===== config.mk =====
export PLATFORM = sky130hd
export DESIGN_NAME = fc_layer_seq_flat
export DESIGN_NICKNAME = d
export VERILOG_FILES = /design/src/rtl/fc_layer_seq_if.sv /design/src/rtl/fc_layer_seq.sv /design/src/flat_wrapper.sv
export SDC_FILE = /design/constraint.sdc
export NUM_CORES = 2
export LEC_CHECK = 0
export BUFFER_PORTS_ARGS = -buffer_cell sky130_fd_sc_hd__buf_2
export CELL_PAD_IN_SITES_DETAIL_PLACEMENT = 0
export CELL_PAD_IN_SITES_GLOBAL_PLACEMENT = 1
export CORE_AREA = 2 2 505 507
export CTS_BUF_LIST = sky130_fd_sc_hd__clkbuf_4
export DETAILED_ROUTE_END_ITERATION = 12
export DIE_AREA = 0 0 507 509
export HOLD_SLACK_MARGIN = 0.03
export PLACE_DENSITY_LB_ADDON = 0.1
export SLEW_MARGIN = 20
export SYNTH_ARGS = -nofsm -noshare
export SYNTH_HDL_FRONTEND = slang
export SYNTH_SLANG_ARGS = --single-unit
export TNS_END_PERCENT = 5

===== constraint.sdc =====
create_clock -name clk -period 7.53 [get_ports clk]
set_input_delay 0.753 -clock clk [delete_from_list [all_inputs] [get_ports clk]]
set_output_delay 0.753 -clock clk [all_outputs]
set_load 0.01 [all_outputs]

===== src/rtl/fc_layer_seq_if.sv =====
// Stream and bus signals of fc_layer_seq: serial activations in, x/z buses to the layer array,
// serial results out. Argmax outputs exist only with FC_LAYER_SEQ_ARGMAX_EN.
interface fc_layer_seq_if #(
    parameter int unsigned WIDTH = 8,
    parameter int unsigned IN    = 128,
    parameter int unsigned N_OUT = 10,
    parameter int unsigned ACC_W = 23
);
    localparam int unsigned IDX_W = (N_OUT > 1) ? $clog2(N_OUT) : 1;

    logic                   start;
    logic                   in_valid;
    logic                   in_ready;
    logic [WIDTH-1:0]       in_data;
    logic                   in_last;
    logic [IN*WIDTH-1:0]    x_bus;
    logic [N_OUT*ACC_W-1:0] z_bus;
    logic                   out_valid;
    logic                   out_ready;
    logic [ACC_W-1:0]       out_data;
    logic [IDX_W-1:0]       out_idx;
    logic                   out_last;
    logic                   busy;
    logic                   short_frame;
`ifdef FC_LAYER_SEQ_ARGMAX_EN
    logic [IDX_W-1:0]       argmax_idx;
    logic                   argmax_valid;

    modport master (
        input  start, in_valid, in_data, in_last, z_bus, out_ready,
        output in_ready, x_bus, out_valid, out_data, out_idx, out_last, busy, short_frame,
        output argmax_idx, argmax_valid
    );
    modport slave (
        output start, in_valid, in_data, in_last, z_bus, out_ready,
        input  in_ready, x_bus, out_valid, out_data, out_idx, out_last, busy, short_frame,
        input  argmax_idx, argmax_valid
    );
`else
    modport master (
        input  start, in_valid, in_data, in_last, z_bus, out_ready,
        output in_ready, x_bus, out_valid, out_data, out_idx, out_last, busy, short_frame
    );
    modport slave (
        output start, in_valid, in_data, in_last, z_bus, out_ready,
        input  in_ready, x_bus, out_valid, out_data, out_idx, out_last, busy, short_frame
    );
`endif
endinterface


===== src/rtl/fc_layer_seq.sv =====
// Sequencer for a combinational FC layer array: load activations, settle, snapshot, drain.
// Optional registered argmax of the snapshot when FC_LAYER_SEQ_ARGMAX_EN is defined.
module fc_layer_seq #(
    parameter int unsigned WIDTH  = 8,
    parameter int unsigned IN     = 128,
    parameter int unsigned N_OUT  = 10,
    parameter int unsigned ACC_W  = 23,
    parameter int unsigned SETTLE = 2
) (
    input logic         clk,
    input logic         rst_n,
    fc_layer_seq_if.master bus
);
    localparam int unsigned CNT_W = $clog2(IN + 1);
    localparam int unsigned IDX_W = (N_OUT > 1) ? $clog2(N_OUT) : 1;

    localparam logic [2:0] StIdle    = 3'd0;
    localparam logic [2:0] StLoad    = 3'd1;
    localparam logic [2:0] StSettle  = 3'd2;
    localparam logic [2:0] StCapture = 3'd3;
    localparam logic [2:0] StDrain   = 3'd4;

    logic [2:0]             state_q, state_d;
    logic [CNT_W-1:0]       cnt_q;
    logic [3:0]             timer_q;
    logic [IDX_W-1:0]       idx_q;
    logic [IN*WIDTH-1:0]    buf_q;
    logic [N_OUT*ACC_W-1:0] snap_q;
    logic                   short_q;

    logic accept, last_word, out_fire, idx_end;

    assign accept    = (state_q == StLoad) && bus.in_valid;
    assign last_word = (cnt_q == CNT_W'(IN - 1));
    assign out_fire  = (state_q == StDrain) && bus.out_ready;
    assign idx_end   = (idx_q == IDX_W'(N_OUT - 1));

    always_comb begin
        state_d = state_q;
        unique case (state_q)
            StIdle:    if (bus.start) state_d = StLoad;
            StLoad:    if (accept && (last_word || bus.in_last)) state_d = StSettle;
            StSettle:  if (timer_q == 4'(SETTLE - 1)) state_d = StCapture;
            StCapture: state_d = StDrain;
            StDrain:   if (out_fire && idx_end) state_d = StIdle;
            default:   state_d = StIdle;
        endcase
    end

    always_ff @(posedge clk or negedge rst_n) begin
        if (!rst_n) begin
            state_q <= StIdle;
            cnt_q   <= '0;
            timer_q <= '0;
            idx_q   <= '0;
            buf_q   <= '0;
            snap_q  <= '0;
            short_q <= 1'b0;
        end else begin
            state_q <= state_d;
            case (state_q)
                StIdle: begin
                    if (bus.start) begin
                        buf_q   <= '0;
                        short_q <= 1'b0;
                        cnt_q   <= '0;
                    end
                end
                StLoad: begin
                    timer_q <= '0;
                    if (accept) begin
                        buf_q[cnt_q*WIDTH +: WIDTH] <= bus.in_data;
                        cnt_q                       <= cnt_q + CNT_W'(1);
                        if (bus.in_last && !last_word) short_q <= 1'b1;
                    end
                end
                StSettle: timer_q <= timer_q + 4'd1;
                StCapture: begin
                    snap_q <= bus.z_bus;
                    idx_q  <= '0;
                end
                StDrain: begin
                    if (out_fire) idx_q <= idx_end ? '0 : idx_q + IDX_W'(1);
                end
                default: ;
            endcase
        end
    end

    assign bus.in_ready    = (state_q == StLoad);
    assign bus.x_bus       = buf_q;
    assign bus.out_valid   = (state_q == StDrain);
    assign bus.out_data    = snap_q[idx_q*ACC_W +: ACC_W];
    assign bus.out_idx     = idx_q;
    assign bus.out_last    = (state_q == StDrain) && idx_end;
    assign bus.busy        = (state_q != StIdle);
    assign bus.short_frame = short_q;

`ifdef FC_LAYER_SEQ_ARGMAX_EN
    logic [IDX_W-1:0] am_idx_d, am_idx_q;
    logic [ACC_W-1:0] am_max;
    logic             am_valid_q;

    // Strict > keeps the lowest index on ties; z_bus equals the snapshot being latched.
    always_comb begin
        am_idx_d = '0;
        am_max   = bus.z_bus[0 +: ACC_W];
        for (int j = 1; j < int'(N_OUT); j++) begin
            if (bus.z_bus[j*ACC_W +: ACC_W] > am_max) begin
                am_max   = bus.z_bus[j*ACC_W +: ACC_W];
                am_idx_d = IDX_W'(j);
            end
        end
    end

    always_ff @(posedge clk or negedge rst_n) begin
        if (!rst_n) begin
            am_idx_q   <= '0;
            am_valid_q <= 1'b0;
        end else begin
            am_valid_q <= (state_q == StCapture);
            if (state_q == StCapture) am_idx_q <= am_idx_d;
        end
    end

    assign bus.argmax_idx   = am_idx_q;
    assign bus.argmax_valid = am_valid_q;
`endif
endmodule


===== src/flat_wrapper.sv =====
// flat-port wrapper written by rule: the top's interface ports become plain ports
module fc_layer_seq_flat 
#(
    parameter int unsigned WIDTH  = 8,
    parameter int unsigned IN     = 128,
    parameter int unsigned N_OUT  = 10,
    parameter int unsigned ACC_W  = 23,
    parameter int unsigned SETTLE = 2
)
  (clk, rst_n, bus_start, bus_in_valid, bus_in_data, bus_in_last, bus_z_bus, bus_out_ready, bus_in_ready, bus_x_bus, bus_out_valid, bus_out_data, bus_out_idx, bus_out_last, bus_busy, bus_short_frame);
  fc_layer_seq_if #(.WIDTH(WIDTH), .IN(IN), .N_OUT(N_OUT), .ACC_W(ACC_W)) bus_i ();
  input logic clk;
  input logic rst_n;
  input wire logic [$bits(bus_i.start)-1:0] bus_start;
  input wire logic [$bits(bus_i.in_valid)-1:0] bus_in_valid;
  input wire logic [$bits(bus_i.in_data)-1:0] bus_in_data;
  input wire logic [$bits(bus_i.in_last)-1:0] bus_in_last;
  input wire logic [$bits(bus_i.z_bus)-1:0] bus_z_bus;
  input wire logic [$bits(bus_i.out_ready)-1:0] bus_out_ready;
  output wire logic [$bits(bus_i.in_ready)-1:0] bus_in_ready;
  output wire logic [$bits(bus_i.x_bus)-1:0] bus_x_bus;
  output wire logic [$bits(bus_i.out_valid)-1:0] bus_out_valid;
  output wire logic [$bits(bus_i.out_data)-1:0] bus_out_data;
  output wire logic [$bits(bus_i.out_idx)-1:0] bus_out_idx;
  output wire logic [$bits(bus_i.out_last)-1:0] bus_out_last;
  output wire logic [$bits(bus_i.busy)-1:0] bus_busy;
  output wire logic [$bits(bus_i.short_frame)-1:0] bus_short_frame;
  assign bus_i.start = bus_start;
  assign bus_i.in_valid = bus_in_valid;
  assign bus_i.in_data = bus_in_data;
  assign bus_i.in_last = bus_in_last;
  assign bus_i.z_bus = bus_z_bus;
  assign bus_i.out_ready = bus_out_ready;
  assign bus_in_ready = bus_i.in_ready;
  assign bus_x_bus = bus_i.x_bus;
  assign bus_out_valid = bus_i.out_valid;
  assign bus_out_data = bus_i.out_data;
  assign bus_out_idx = bus_i.out_idx;
  assign bus_out_last = bus_i.out_last;
  assign bus_busy = bus_i.busy;
  assign bus_short_frame = bus_i.short_frame;
  fc_layer_seq #(.WIDTH(WIDTH), .IN(IN), .N_OUT(N_OUT), .ACC_W(ACC_W), .SETTLE(SETTLE)) u_core (.clk(clk), .rst_n(rst_n), .bus(bus_i));
endmodule

==> results.py <==
metrics = {
    "status": {
        "status": "finished, final reports clean",
    },
    "routing": {
        "drtAntennaViolNets": 0,
        "wl_per_cell_um": 32.2,
        "drt_iter0_markers": 3243,
        "routed_via_density": 4.83,
        "vias": 45800,
        "first_pass_iters": 7,
        "wl_um": 306000,
        "route.detailed.drc": 0,
    },
    "setup_path": {
        "criticalPathCategory": "register to register",
        "worst_path_largest_cell_delay_ps": 660,
        "critPathBufInv": 1,
        "cp_cell_sequence": "nor4_2 > nand2_2 > nor2_1 > ha_1 > nor3b_1 > nand2_2 > a21oi_4 > buf_4 > a31oi_1 > a22o_1",
        "worstPathRequired_ps": 8650,
        "crit_path_end_kind": "register",
        "slowest_stage": "dfrtp_1",
        "worst_ep_arrival_time_ps": 6270,
        "start_kind": "register",
        "crit_fanout": 39,
        "worst_path_most_repeated_cell": "nand2_2",
        "path_delay_family": "simple AND/OR/NAND/NOR gates",
    },
    "global_routing": {
        "antenna_found_initial": 67,
        "grt_max_degree": 157,
        "grtUsageTotal_pct": 23.0,
        "grt-ovfl-total": 0,
        "grt_pass1_wl_um": 415000,
        "grt_pass1_vias": 47700,
    },
    "logic_synthesis": {
        "yosysUniqueCellTypes": 87,
        "syn_avg_cell_area_um2": 13.0,
        "synthAdderAreaFrac_pct": 0.166,
        "muxShareOfSynthArea_pct": 11.6,
        "synth_edf_count": 0,
        "synth_top_family_by_area": "compound AO/OA/AOI/OAI gates",
        "synth_compound_area_share_pct": 17.1,
        "syn_inst": 4049,
        "yosysSeqAreaShare_pct": 60.4,
        "synthFlopType": "dfrtp_1",
        "async_flop_share_pct": 100,
        "synth_top_area_share_pct": 60.4,
        "syn_area_um2": 52800,
        "synthTopCellsByArea": "dfrtp_1 60%, a32o_1 9.2%, mux2_2 5.1%",
        "synth-simple-area-share_pct": 7.32,
        "yosysTopAreaCell": "dfrtp_1",
        "synthesis.nets": 4300,
        "ys_ff_latch": 1274,
        "synth-xor-area-share_pct": 0.232,
        "synth_warnings": 0,
    },
    "sta": {
        "rsz0062_at_grt": "false",
        "tns_ps": 0,
        "tightest_slew_ps": 1180,
        "slew_headroom_pct": 21.6,
        "period_share_pct": 68.4,
        "hold_violations": 0,
        "period_minus_slack_ps": 5150,
        "finClkSkew_ps": 158,
        "fmax_mhz": 194,
        "setup_viol": 0,
        "drv_slew": 0,
    },
    "finish": {
        "final_cell_area_um2": 71900,
        "syn_to_final_growth_pct": 36.3,
        "drive_gt1_share_pct": 39.6,
        "layout_commonest_cell": "buf_2",
        "final_cell_mix": "1290 x buf_2, 1271 x dfrtp_1, 570 x clkbuf_4, 487 x a32o_1, 392 x nand2_1",
        "final_nets": 6112,
    },
    "cts": {
        "cts_tree": "yes",
        "numCtsBuffers": 407,
        "post_cts_buffers": 0,
        "clk_pin_slew_worst_paths_ps": 60,
        "htree_levels": 5,
        "clk_path_buf_depth": 4,
        "cts.sinks": 1274,
        "clkLatencyLatePin_ps": 1430,
        "clockRootBuffer": "clkbuf_4",
    },
    "power_and_ir_drop": {
        "fin_total_pwr_mw": 20.5,
        "power_leakage_nw": 34.7,
        "powerDensity_nw_per_um2": 286,
        "irDropWorstVdd_mv": 0.242,
    },
    "placed_design": {
        "dp_hpwl_um": 212000,
        "port_buffers": 1299,
        "post_dp_cell_area_um2": 63300,
        "gp_congestion": 0.795,
    },
    "die": {
        "coreArea_um2": 253000,
        "dieWidth_um": 507,
        "start_util_pct": 20.9,
        "die_h_um": 509,
        "dieArea_um2": 258000,
        "io_pins": 1300,
        "rows": 185,
    },
    "run": {
        "max_cap_violations": 0,
    },
    "worst_hold_path": {
        "hold_class": "input port to register",
    },
}
[cell usage after synthesis (8+ instances only)]
| library cell | number |
|---|---|
| mux4_2 | 46 |
| nor3_2 | 26 |
| and2_1 | 8 |
| o211ai_1 | 22 |
| o21ai_0 | 38 |
| nor3_4 | 8 |
| dfrtp_1 | 1274 |
| nor3_1 | 14 |
| a21oi_1 | 27 |
| nor2_1 | 44 |
| inv_1 | 12 |
| nand4_1 | 18 |
| o311ai_0 | 10 |
| a32o_1 | 487 |
| nor4_1 | 14 |
| mux2i_1 | 244 |
| buf_1 | 27 |
| a2bb2o_1 | 15 |
| a22o_1 | 121 |
| o2bb2ai_1 | 52 |
| mux2_2 | 237 |
| nand3_1 | 170 |
| and3_1 | 20 |
| o31ai_1 | 20 |
| clkbuf_1 | 282 |
| o22ai_1 | 128 |
| a31oi_1 | 76 |
| buf_2 | 85 |
| nand2_1 | 396 |
[worst register-to-register path: cells and delay by family, from the launching register on]
family                     cells  cell delay (ps)
and+or+nand+nor                5             2060
DFF                            1              660
AOI/OAI and AO/OA              3             1310
buffers and inverters          1              620
adders and majority gates      1              260
[cell type report]
type	instances	area [µm²]
Inverter	15	56.3
Tap cell	3366	4210
Timing Repair Buffer	1802	11500
Multi-Input combinational cell	2361	19600
Fill cell	26900	181000
Sequential cell	1274	31900
Clock inverter	60	309
Clock buffer	570	4280
Antenna cell	36	90.1
[cells by family after synthesis]
family / Yosys count
fa+ha+maj: 7
flops: 1274
xor+xnor: 11
simple gates: 774
compound gates: 1042
mux: 527
buf+inv: 414
[layer usage]
metal / track usage [%] / vias up / part of all wire (%) / routed length, µm
li1: - / 19500 / - / -
met1: 27.6 / 24000 / 40 / 123000
met2: 38.0 / 1787 / 48 / 146000
met3: 8.51 / 515 / 8.8 / 26800
met4: 7.28 / 42 / 3.2 / 9750
met5: 0 / - / 0.089 / 271
[power by group]
group	leakage, nW	switching (mW)	internal [mW]	total [mW]
sequential	17.3	0.384	7.53	7.91
clock	2.77	3.30	3.47	6.77
combinational	14.6	4.12	1.74	5.87
[worst paths after layout]
path	start	end	slack, ps	cells past startpoint
worst max-delay path	u_core.cnt_q[2]$_DFFE_PN0P_	u_core.bus.x_bus[902]$_DFFE_PN0P_	2380	10
worst min-delay path	bus_z_bus[57]	u_core.snap_q[57]$_DFFE_PN0P_	200	3
worst max register to register	u_core.cnt_q[2]$_DFFE_PN0P_	u_core.bus.x_bus[902]$_DFFE_PN0P_	2380	10
worst min register to register	u_core.bus.x_bus[302]$_DFFE_PN0P_	u_core.bus.x_bus[302]$_DFFE_PN0P_	480	1
max in group asynchronous	rst_n	u_core.bus.x_bus[968]$_DFFE_PN0P_	5370	5
min in group asynchronous	rst_n	u_core.bus.x_bus[224]$_DFFE_PN0P_	590	3
[sequential cells by signal, indices dropped and copies added (netlist names)]
signal	count
u_core.bus.x_bus	1024
u_core.state_q	3
u_core.timer_q	4
u_core.cnt_q	8
u_core.snap_q	230
u_core.bus.out_idx	4
u_core.bus.short_frame	1
[stage by stage]
step	worst slack [ps]	cells	utilization [%]	hold slack (ps)
2_1_floorplan	4080	4049	-	457
3_3_place_gp	2240	8425	25.0	467
3_5_place_dp	2380	8428	25.1	469
4_1_cts	2280	9448	28.4	32.1
5_1_grt	1990	9470	28.4	46.4
6_report	2380	9484	28.5	205
[what timing repair did]
action	4_1_cts	5_1_grt
hold buffers	390	0
hold endpoints to repair	858	0
resized for setup	0	0
No activity file was read; power rests on OpenSTA's default activity.
